**src/rtl/bp_be_instr_encoder.sv**
```systemverilog
// Encodes abstract BE commands (GPR access, load/store, fence.i) into short
// RV64 instruction sequences issued over a valid/ready injection port.
module bp_be_instr_encoder #(
    parameter logic [11:0] csr_data_addr_p = 12'h7B2
) (
    input  logic        clk_i,
    input  logic        reset_i,
    input  logic        cmd_v_i,
    output logic        cmd_ready_o,
    input  logic [2:0]  cmd_op_i,
    input  logic [4:0]  cmd_rd_i,
    input  logic [4:0]  cmd_rs1_i,
    input  logic [4:0]  cmd_rs2_i,
    input  logic [1:0]  cmd_size_i,
    input  logic        cmd_unsigned_i,
    input  logic [11:0] cmd_imm_i,
    input  logic        cmd_postexec_i,
    output logic        instr_v_o,
    output logic [31:0] instr_o,
    input  logic        instr_ready_i,
    output logic        done_o,
    output logic        err_o
);

    localparam int unsigned SEQ_MAX = 3;

    localparam logic [2:0] OP_RD_GPR  = 3'd0;
    localparam logic [2:0] OP_WR_GPR  = 3'd1;
    localparam logic [2:0] OP_LOAD    = 3'd2;
    localparam logic [2:0] OP_STORE   = 3'd3;
    localparam logic [2:0] OP_FENCE_I = 3'd4;

    localparam logic [31:0] FENCE_WORD   = 32'h0FF0000F;
    localparam logic [31:0] FENCE_I_WORD = 32'h0000100F;
    localparam logic [31:0] EBREAK_WORD  = 32'h00100073;

    typedef enum logic {S_IDLE, S_EMIT} state_e;

    state_e      state;
    logic [31:0] seq_q [SEQ_MAX];
    logic [1:0]  len_q;
    logic [1:0]  idx_q;

    logic [31:0] seq_c [SEQ_MAX];
    logic [1:0]  len_c;
    logic        legal_c;
    logic [1:0]  idx_next_c;

    // Build the full sequence for the command currently presented.
    always_comb begin
        for (int i = 0; i < SEQ_MAX; i++) seq_c[i] = 32'h0;
        len_c   = 2'd1;
        legal_c = 1'b1;
        unique case (cmd_op_i)
            OP_RD_GPR:  seq_c[0] = {csr_data_addr_p, cmd_rs1_i, 3'b001, 5'd0, 7'h73};
            OP_WR_GPR:  seq_c[0] = {csr_data_addr_p, 5'd0, 3'b010, cmd_rd_i, 7'h73};
            OP_LOAD: begin
                seq_c[0] = {cmd_imm_i, cmd_rs1_i, cmd_unsigned_i, cmd_size_i, cmd_rd_i, 7'h03};
                legal_c  = !(cmd_unsigned_i && (cmd_size_i == 2'd3));
            end
            OP_STORE: begin
                seq_c[0] = {cmd_imm_i[11:5], cmd_rs2_i, cmd_rs1_i, 1'b0, cmd_size_i,
                            cmd_imm_i[4:0], 7'h23};
                legal_c  = !cmd_unsigned_i;
            end
            OP_FENCE_I: begin
                seq_c[0] = FENCE_WORD;
                seq_c[1] = FENCE_I_WORD;
                len_c    = 2'd2;
            end
            default:    legal_c = 1'b0;
        endcase
        if (cmd_postexec_i) begin
            if (len_c == 2'd2) seq_c[2] = EBREAK_WORD;
            else               seq_c[1] = EBREAK_WORD;
            len_c = len_c + 2'd1;
        end
    end

    assign idx_next_c = idx_q + 2'd1;

    // Command acceptance and word-by-word issue; all outputs registered.
    always_ff @(posedge clk_i) begin
        if (reset_i) begin
            state       <= S_IDLE;
            cmd_ready_o <= 1'b1;
            instr_v_o   <= 1'b0;
            instr_o     <= 32'h0;
            done_o      <= 1'b0;
            err_o       <= 1'b0;
            len_q       <= 2'd0;
            idx_q       <= 2'd0;
            for (int i = 0; i < SEQ_MAX; i++) seq_q[i] <= 32'h0;
        end else begin
            done_o <= 1'b0;
            err_o  <= 1'b0;
            unique case (state)
                S_IDLE: begin
                    if (cmd_v_i) begin
                        if (legal_c) begin
                            for (int i = 0; i < SEQ_MAX; i++) seq_q[i] <= seq_c[i];
                            len_q       <= len_c;
                            idx_q       <= 2'd0;
                            instr_o     <= seq_c[0];
                            instr_v_o   <= 1'b1;
                            cmd_ready_o <= 1'b0;
                            state       <= S_EMIT;
                        end else begin
                            err_o <= 1'b1;
                        end
                    end
                end
                S_EMIT: begin
                    if (instr_ready_i) begin
                        if (idx_q == len_q - 2'd1) begin
                            instr_v_o   <= 1'b0;
                            cmd_ready_o <= 1'b1;
                            done_o      <= 1'b1;
                            idx_q       <= 2'd0;
                            state       <= S_IDLE;
                        end else begin
                            idx_q   <= idx_next_c;
                            instr_o <= seq_q[idx_next_c];
                        end
                    end
                end
                default: state <= S_IDLE;
            endcase
        end
    end

endmodule

```
**config.mk**
```make
export PLATFORM = sky130hd
export DESIGN_NAME = bp_be_instr_encoder
export DESIGN_NICKNAME = d
export VERILOG_FILES = /design/src/rtl/bp_be_instr_encoder.sv
export SDC_FILE = /design/constraint.sdc
export NUM_CORES = 1
export LEC_CHECK = 0
export BUFFER_PORTS_ARGS = -buffer_cell sky130_fd_sc_hd__buf_2
export CAP_MARGIN = 25
export CORE_MARGIN = 10
export CORE_UTILIZATION = 26
export DETAILED_ROUTE_END_ITERATION = 8
export PLACE_DENSITY = 0.55
export RECOVER_POWER = 50
export SYNTH_ARGS = -nofsm -noshare
export SYNTH_HDL_FRONTEND = slang
export SYNTH_SLANG_ARGS = --single-unit
```
**constraint.sdc**
```tcl
create_clock -name clk_i -period 2.34 [get_ports clk_i]
set_input_delay 0.117 -clock clk_i [delete_from_list [all_inputs] [get_ports clk_i]]
set_output_delay 0.117 -clock clk_i [all_outputs]
set_load 0.005 [all_outputs]
```
==> impl_metrics.yaml, run 1 <==
run_status:
  status: "completed"
routing:
  drt_first_pass_iters: 5
  avgRoutedWirePerCell_microns: 18.6
  num_vias: 3164
  drc: 0
  via_per_inst: 5.14
  wl_microns: 11500
  ant_nets: 0
  drt_iter0_markers: 148
sta:
  setup_viol: 0
  maxSlewHeadroom_pct: 33.8
  finalClockSkew_ps: 5.27
  drv_slew: 0
  fmax_ghz: 0.484
  max_slew.worst_pin.slew_ps: 993
  period_share_pct: 88.2
  fin_crit_ps: 2060
  rsz0062_at_grt: "false"
  fin_ws_ps: 275
  tns_ps: 0
  finalHoldViolCount: 0
final_layout:
  antenna_cells: 0
  fillers: 1493
  design_area_sq_um: 4530
  area_growth_pct: 22.6
  regArea_sq_um: 1750
  drive_above_1_share_pct: 23.2
  final_cell_count_no_fill: 616
  multi_input_area_sq_um: 1710
  final_nets: 472
clock_network:
  post_cts_resized: 0
  cts-root-buf: "clkbuf_16"
  post_cts_buffers: 0
  hold_buffers: 0
  cts.htree.levels: 3
  clock_sinks: 71
  clk_pin_slew_ps: 60
  clock_latency_ps: 330
  numCtsBuffers: 9
  cts_tree: "done"
  cts_buffer_depth: 2
logic_synthesis:
  yosysWarnings: 0
  syn_area_sq_um: 3690
  ys_seq_area_share_pct: 47.4
  ys_seq_elements: 71
  synth.avg_cell_area_sq_um: 10.2
  ys_types: 67
  synth_edf_count: 33
  synth_nets: 402
  ys_async_sr_fraction_pct: 0
  ys.flop_type: "dfxtp_1"
  netlist_instances: 361
floorplanning:
  pin_count: 74
  rows: 43
  die_w_microns: 139
  floorplan.initialDensity_pct: 26.6
  core_area_sq_um: 13900
  die_area_sq_um: 19400
  die_h_microns: 139
pwr:
  power_mw: 3.64
  cellPowerDensity_nw_per_um2: 803
  leakagePower_nw: 1.66
  ir_drop_mv: 0.296
worst_setup_path:
  crit_buf_inv: 1
  cp_max_fo: 18
  slowest_delay_ps: 570
  worstPathRequired_ps: 2540
  critPathTopFamily: "flip-flops"
  critPathLaunchType: "flop"
  crit_chain: "xnor2_4 -> mux2_2 -> o21ai_2 -> buf_4 -> a311oi_1"
  slowest_stage: "dfxtp_1"
  ff2ff_path_depth: 5
  endpoint_kind: "flop"
  reg2reg_slack_ps: 280
  r2r_start: "idx_q[1]$_SDFFE_PP0P_"
  crit_arrival_ps: 2270
  crit_path_start: "idx_q[1]$_SDFFE_PP0P_"
  critical_path_class: "reg -> reg"
  r2r-end: "instr_o[10]$_SDFFE_PP0P_"
place:
  portBuffers: 73
  dp_cells: 600
  gp_congestion: 0.800
  dp_slack_ps: 280
  hpwl_microns: 8560
  place_area_sq_um: 4240
grt:
  grt-ovfl-total: 0
  grt_pass1_vias: 3217
  grt_pass1_wl_microns: 18200
  groute.usage.overall_pct: 11.6
  antenna_found_initial: 0
  grt_max_degree: 34
hold_path:
  holdCritStartpoint: "cmd_rs1_i[1]"
  worstHoldPathCells: 2
  hold_class: "in -> reg"
  holdPathEnd: "seq_q[0][16]$_SDFFCE_PN0P_"
run:
  drv_cap: 0
routing by layer:
layer	up-vias	part of all wire [%]	global-route usage (%)
li1	1509	-	-
met1	1528	46	15.0
met2	111	45	18.2
met3	16	7.0	3.84
met4	0	1.6	2.80
met5	-	0	0
how the worst max path moves through the flow:
| stage | endpoint | slack, ps | depth (start not counted) |
|---|---|---|---|
| finish | instr_o[10]$_SDFFE_PP0P_ | 280 | 5 |
| detailed placement | instr_o[10]$_SDFFE_PP0P_ | 280 | 5 |
| global route | instr_o[10]$_SDFFE_PP0P_ | 150 | 5 |
| CTS | instr_o[10]$_SDFFE_PP0P_ | 280 | 5 |
| global placement | instr_o[11]$_SDFFE_PP0P_ | 370 | 5 |
| floorplan | seq_q[0][10]$_SDFFCE_PN0P_ | 470 | 3 |
sequential cells by signal, indices dropped and copies added, names as in the netlist:
signal / flops
seq_q: 33
instr_o: 29
idx_q: 2
len_q: 2
cmd_ready_o: 1
done_o: 1
err_o: 1
instr_v_o: 1
state: 1
report_power, final:
part,internal (mW),switching [mW]
registers,1.42,0.0651
clock network,1.07,0.526
logic,0.228,0.338
layout make-up:
| class | count | area share (%) |
|---|---|---|
| sequential | 71 | 38.7 |
| clock inverter | 6 | 2.38 |
| clock buffer | 10 | 5.28 |
| tap | 180 | 4.97 |
| timing repair buffer | 92 | 10.1 |
| multi-input combinational | 246 | 37.7 |
| inverter | 11 | 0.912 |
through the flow:
stage / hold slack [ps] / utilization (%)
floorplan: 311 / -
global placement: 425 / 30.6
detailed placement: 426 / 30.6
CTS: 84.8 / 33.1
global route: 86.9 / 32.6
finish: 89.2 / 32.6
Yosys cell counts, types with 2 or more instances:
cell type,instances,area (sq um)
a221oi_1,7,61.3
a22oi_1,9,67.6
o21ai_0,8,40.0
nand2_1,15,56.3
a32oi_1,6,52.6
inv_1,8,30.0
and2_1,7,43.8
a21oi_1,33,165
a21o_1,3,22.5
clkinv_1,2,7.51
nor4b_1,2,17.5
nor4_1,17,106
buf_2,7,35.0
buf_4,8,60.1
mux2i_1,9,90.1
a221oi_2,4,60.1
nand3_1,8,40.0
and3_1,2,12.5
a211oi_1,14,105
buf_6,3,33.8
nand2b_1,5,31.3
ha_1,3,37.5
nor2_1,35,131
nor2b_1,10,62.6
clkbuf_1,13,48.8
nor3_1,4,20.0
a311oi_1,6,52.6
dfxtp_1,38,761
or2_2,2,12.5
edfxtp_1,33,991
mux2_2,4,45.0
cells by family (layout without fill, tap and decap cells):
group	after synthesis	after routing	synth area share (%)
mux	14	14	4.27
fa+ha+maj	3	3	1.02
xor+xnor	2	2	0.982
flops	71	71	47.4
compound gates	108	108	22.6
buf+inv	44	119	6.16
simple gates	119	119	17.6
layout by cell type (no fill, tap or decap), types with 2 or more instances in the layout:
master | netlist | routed
nor2_1 | 35 | 35
nand2b_1 | 5 | 5
a311oi_1 | 6 | 6
bufinv_16 | 0 | 3
nor4b_1 | 2 | 2
a21o_1 | 3 | 3
or2_2 | 2 | 2
a221oi_1 | 7 | 7
a211oi_1 | 14 | 14
o21ai_0 | 8 | 8
clkinv_2 | 0 | 2
buf_4 | 8 | 16
a32oi_1 | 6 | 6
and2_1 | 7 | 7
clkbuf_16 | 0 | 9
inv_1 | 8 | 8
buf_2 | 7 | 42
nor3_1 | 4 | 4
clkbuf_1 | 13 | 34
dfxtp_1 | 38 | 38
a21oi_1 | 33 | 33
edfxtp_1 | 33 | 33
and3_1 | 2 | 2
ha_1 | 3 | 3
clkinv_1 | 2 | 2
a22oi_1 | 9 | 9
nor2b_1 | 10 | 10
mux2_2 | 4 | 4
nand3_1 | 8 | 8
nor4_1 | 17 | 17
nand2_1 | 15 | 15
a221oi_2 | 4 | 4
mux2i_1 | 9 | 9
(Power assumes the default switching activity.)
==> inputs of run 2 (changes only) <==
CELL_PAD_IN_SITES_DETAIL_PLACEMENT = 1   (was default)
CELL_PAD_IN_SITES_GLOBAL_PLACEMENT = 1   (was default)
PLACE_DENSITY = 0.64   (was 0.55)
==> impl_metrics.yaml, run 2 (synthesized netlist as in run 1, its figures left out) <==
worst_setup_path:
  cp_max_fo: 33
  reg2reg_slack_ps: 370
  critical_path_class: "in -> reg"
  r2r-end: "instr_o[10]$_SDFFE_PP0P_"
  critPathLaunchType: "primary input"
  crit_arrival_ps: 2060
  endpoint_kind: "flop"
  r2r_start: "idx_q[1]$_SDFFE_PP0P_"
  ff2ff_path_depth: 4
  worstPathRequired_ps: 2340
floorplanning:
  die_w_microns: 139
  core_area_sq_um: 13900
  floorplan.initialDensity_pct: 26.6
  rows: 43
  die_h_microns: 139
  die_area_sq_um: 19400
  pin_count: 74
clock_network:
  cts_tree: "done"
  hold_buffers: 0
  clock_latency_ps: 340
  cts-root-buf: "clkbuf_16"
  clk_pin_slew_ps: 60
  clock_sinks: 71
  post_cts_resized: 0
  numCtsBuffers: 9
  post_cts_buffers: 0
  cts.htree.levels: 3
  cts_buffer_depth: 2
final_layout:
  final_cell_mix: "dfxtp_1, buf_2, clkbuf_1, nor2_1, a21oi_1"
  drive_above_1_share_pct: 22.0
  antenna_cells: 0
  largest_reg_flops: 33
  area_growth_pct: 21.1
  mostFrequentLayoutCell: "dfxtp_1"
  largest_registers: "seq_q (33), instr_o (29)"
  fillers: 1635
  top_register: "seq_q"
  final_nets: 473
sta:
  maxSlewHeadroom_pct: 38.5
  fin_crit_ps: 2070
  max_slew.worst_pin.slew_ps: 921
  drv_slew: 0
  fin_hold_ws_ps: 79.5
  finalClockSkew_ps: 7.03
  fmax_ghz: 0.484
  rsz0062_at_grt: "false"
  setup_viol: 0
  tns_ps: 0
  finalHoldViolCount: 0
  period_share_pct: 88.3
routing:
  drt_iter0_markers: 209
  drt_first_pass_iters: 4
  drc: 0
  num_vias: 3150
  via_per_inst: 5.11
  wl_microns: 12300
  ant_nets: 0
  avgRoutedWirePerCell_microns: 19.9
grt:
  grt_pass1_vias: 3264
  groute.usage.overall_pct: 12.4
  grt-ovfl-total: 0
  grt_max_degree: 34
  grt_pass1_wl_microns: 19300
  antenna_found_initial: 0
hold_path:
  worstHoldPathCells: 2
  holdCritStartpoint: "cmd_rs1_i[1]"
  holdPathEnd: "seq_q[0][16]$_SDFFCE_PN0P_"
  hold_class: "in -> reg"
place:
  portBuffers: 73
  gp_congestion: 0.840
  hpwl_microns: 9190
pwr:
  leakagePower_nw: 1.62
  cellPowerDensity_nw_per_um2: 769
  ir_drop_mv: 0.348
run_status:
  status: "completed"
run:
  drv_cap: 0
[run 2: changes by cell type in the layout (fill, tap and decap cells not counted), sizes merged]
cell,delta
bufinv,-2
buf,-3
clkbuf,+3
clkinvlp,+3
[run 2: report_power, final]
| part | total (mW) | internal, mW | switching, mW |
|---|---|---|---|
| logic | 0.576 | 0.227 | 0.349 |
| registers | 1.48 | 1.42 | 0.0629 |
| clock network | 1.39 | 0.824 | 0.561 |
| total | 3.44 | 2.47 | 0.972 |
[run 2: routing by layer]
layer,part of all wire [%],GRT usage [%]
met1,47,16.2
met4,1.4,3.46
met2,46,19.3
met3,5.1,3.88
met5,0,0
[run 2: final cells by class]
class                           count  area, sq um  area share, %
Tap cell                          180          225           5.03
Multi-Input combinational cell    246         1700           37.9
Sequential cell                    71         1750           39.1
Timing Repair Buffer               93          460           10.3
Clock buffer                        9          225           5.03
Clock inverter                      7         73.8           1.65
Inverter                           11         41.3          0.923
[run 2: per-stage QoR]
stage | worst slack [ps] | std cells | cell area [sq um] | total power [mW] | utilization [%]
finish | 273 | 617 | 4470 | 3.44 | 32.2
global route | 105 | 617 | 4470 | 3.59 | 32.2
CTS | 348 | 617 | 4560 | 3.51 | 32.9
detailed placement | 380 | 601 | 4260 | 2.11 | 30.7
global placement | 410 | 601 | 4260 | 2.09 | 30.7
floorplan | 470 | 361 | 3690 | 1.86 | -
[run 2: worst max-delay path by stage]
stage | start | endpoint | slack [ps] | depth (start not counted)
finish | cmd_op_i[2] | seq_q[0][8]$_SDFFCE_PN0P_ | 270 | 5
global route | cmd_op_i[2] | seq_q[0][8]$_SDFFCE_PN0P_ | 110 | 5
CTS | idx_q[1]$_SDFFE_PP0P_ | instr_o[10]$_SDFFE_PP0P_ | 350 | 4
detailed placement | idx_q[1]$_SDFFE_PP0P_ | instr_o[10]$_SDFFE_PP0P_ | 380 | 4
global placement | idx_q[1]$_SDFFE_PP0P_ | instr_o[10]$_SDFFE_PP0P_ | 410 | 4
floorplan | state$_SDFF_PP0_ | seq_q[0][10]$_SDFFCE_PN0P_ | 470 | 3
[run 2: critical path, cell delays in order]
cell and delay [ps]:
clkbuf_2 380, a21oi_1 210, o311ai_2 840, nand2_1 110
clkbuf_4 390
==> inputs of run 3 (changes only) <==
CORE_MARGIN = 2   (was 10)
==> impl_metrics.yaml, run 3 (synthesized netlist as in run 1, its figures left out) <==
sta:
  finalClockSkew_ps: 10.9
  fmax_ghz: 0.485
  maxSlewHeadroom_pct: 29.6
  tns_ps: 0
  max_slew.worst_pin.slew_ps: 1050
  fin_crit_ps: 2060
  setup_viol: 0
  period_share_pct: 88.0
  drv_slew: 0
  finalHoldViolCount: 0
  rsz0062_at_grt: "false"
floorplanning:
  floorplan.initialDensity_pct: 26.6
  die_area_sq_um: 15200
  core_area_sq_um: 13900
  die_h_microns: 123
  rows: 43
  die_w_microns: 123
  pin_count: 74
final_layout:
  regArea_sq_um: 1750
  final_cell_count_no_fill: 618
  largest_reg_flops: 33
  area_growth_pct: 21.7
  mostFrequentLayoutCell: "buf_2"
  fillers: 1617
  largest_registers: "seq_q (33), instr_o (29)"
  final_cell_mix: "buf_2, dfxtp_1, nor2_1, a21oi_1, edfxtp_1"
  multi_input_area_sq_um: 1700
  top_register: "seq_q"
  drive_above_1_share_pct: 24.0
  final_nets: 474
  antenna_cells: 0
  design_area_sq_um: 4500
pwr:
  leakagePower_nw: 1.68
  p_seq_share_pct: 42.6
  combPwrFrac_pct: 16.6
  p_sw_mw: 0.954
  swShare_pct: 27.4
  clkPwrFrac_pct: 40.8
  cellPowerDensity_nw_per_um2: 774
  internal_power_mw: 2.52
  ir_drop_mv: 0.286
routing:
  num_vias: 3174
  ant_nets: 0
  drc: 0
  wl_microns: 11800
  drt_iter0_markers: 254
  via_per_inst: 5.14
  drt_first_pass_iters: 4
  avgRoutedWirePerCell_microns: 19.1
grt:
  grt-ovfl-total: 0
  antenna_found_initial: 0
  groute.usage.overall_pct: 16.2
  grt_max_degree: 22
  grt_pass1_vias: 3274
  grt_pass1_wl_microns: 18400
clock_network:
  clock_sinks: 71
  post_cts_buffers: 0
  clock_latency_ps: 350
  cts.htree.levels: 3
  post_cts_resized: 0
  cts_tree: "done"
  cts-root-buf: "clkbuf_16"
  numCtsBuffers: 9
  clk_pin_slew_ps: 60
  hold_buffers: 0
  cts_buffer_depth: 2
worst_setup_path:
  critical_path_class: "reg -> reg"
  endpoint_kind: "flop"
  critPathLaunchType: "flop"
  cp_max_fo: 12
  worstPathRequired_ps: 2550
  crit_path_start: "state$_SDFF_PP0_"
  r2r_start: "state$_SDFF_PP0_"
  crit_arrival_ps: 2270
place:
  portBuffers: 73
  hpwl_microns: 8480
  gp_congestion: 0.800
  place_area_sq_um: 4260
  dp_cells: 602
hold_path:
  holdCritStartpoint: "cmd_rs1_i[0]"
  hold_class: "in -> reg"
run:
  drv_cap: 0
run_status:
  status: "completed"
[run 3: cell types whose count changed in the layout (fill, tap and decap cells not counted)]
| cell | previous run | this run |
|---|---|---|
| mux2_1 | 0 | 1 |
| clkinv_2 | 1 | 2 |
| buf_2 | 37 | 48 |
| clkinv_1 | 2 | 3 |
| clkbuf_4 | 1 | 0 |
| mux2_2 | 4 | 3 |
| buf_4 | 16 | 18 |
| clkinvlp_4 | 4 | 0 |
| clkinv_4 | 1 | 0 |
| clkbuf_8 | 0 | 2 |
| clkbuf_1 | 36 | 28 |
| buf_1 | 2 | 0 |
[run 3: routing by layer]
| layer | share of wire [%] | vias to the layer above | GRT usage, % |
|---|---|---|---|
| li1 | - | 1504 | - |
| met1 | 48 | 1571 | 21.8 |
| met2 | 45 | 90 | 25.1 |
| met3 | 5.0 | 9 | 4.11 |
| met4 | 1.5 | 0 | 5.47 |
| met5 | 0 | - | 0 |
[run 3: worst paths after layout]
kind,slack (ps),endpoint,cells after the start
min,80,seq_q[0][15]$_SDFFCE_PN0P_,2
max,280,instr_o[24]$_SDFFE_PP0P_,5
max reg2reg,280,instr_o[24]$_SDFFE_PP0P_,5
min reg2reg,470,instr_o[20]$_SDFFE_PP0P_,2
[run 3: cell type report]
cell class,count,share of cell area [%]
tap,180,5.01
sequential,71,39.0
clock buffer,12,5.70
multi-input combinational,246,37.7
clock inverter,4,0.974
inverter,11,0.918
timing repair buffer,94,10.7
[run 3: power by group through the flow]
stage	Sequential [mW]	Clock (mW)	Combinational (mW)
4_1_cts	1.48	1.44	0.600
2_1_floorplan	1.49	0	0.371
3_5_place_dp	1.51	0	0.596
3_3_place_gp	1.50	0	0.584
6_report	1.48	1.42	0.576
5_1_grt	1.49	1.49	0.634
[run 3: stage by stage]
step	setup WS [ps]	total power [mW]	hold WS, ps	utilization, %
floorplan	470	1.86	311	-
global placement	371	2.09	428	30.7
detailed placement	289	2.10	432	30.7
CTS	279	3.52	69.7	32.8
global route	108	3.62	76.7	32.4
finish	280	3.48	76.2	32.4
[run 3: critical path, stage by stage (launching register included)]
cell and delay [ps]:
dfxtp_1 610, clkinv_1 250, o311a_1 240, clkbuf_1 290
o41ai_1 450, a31oi_1 80
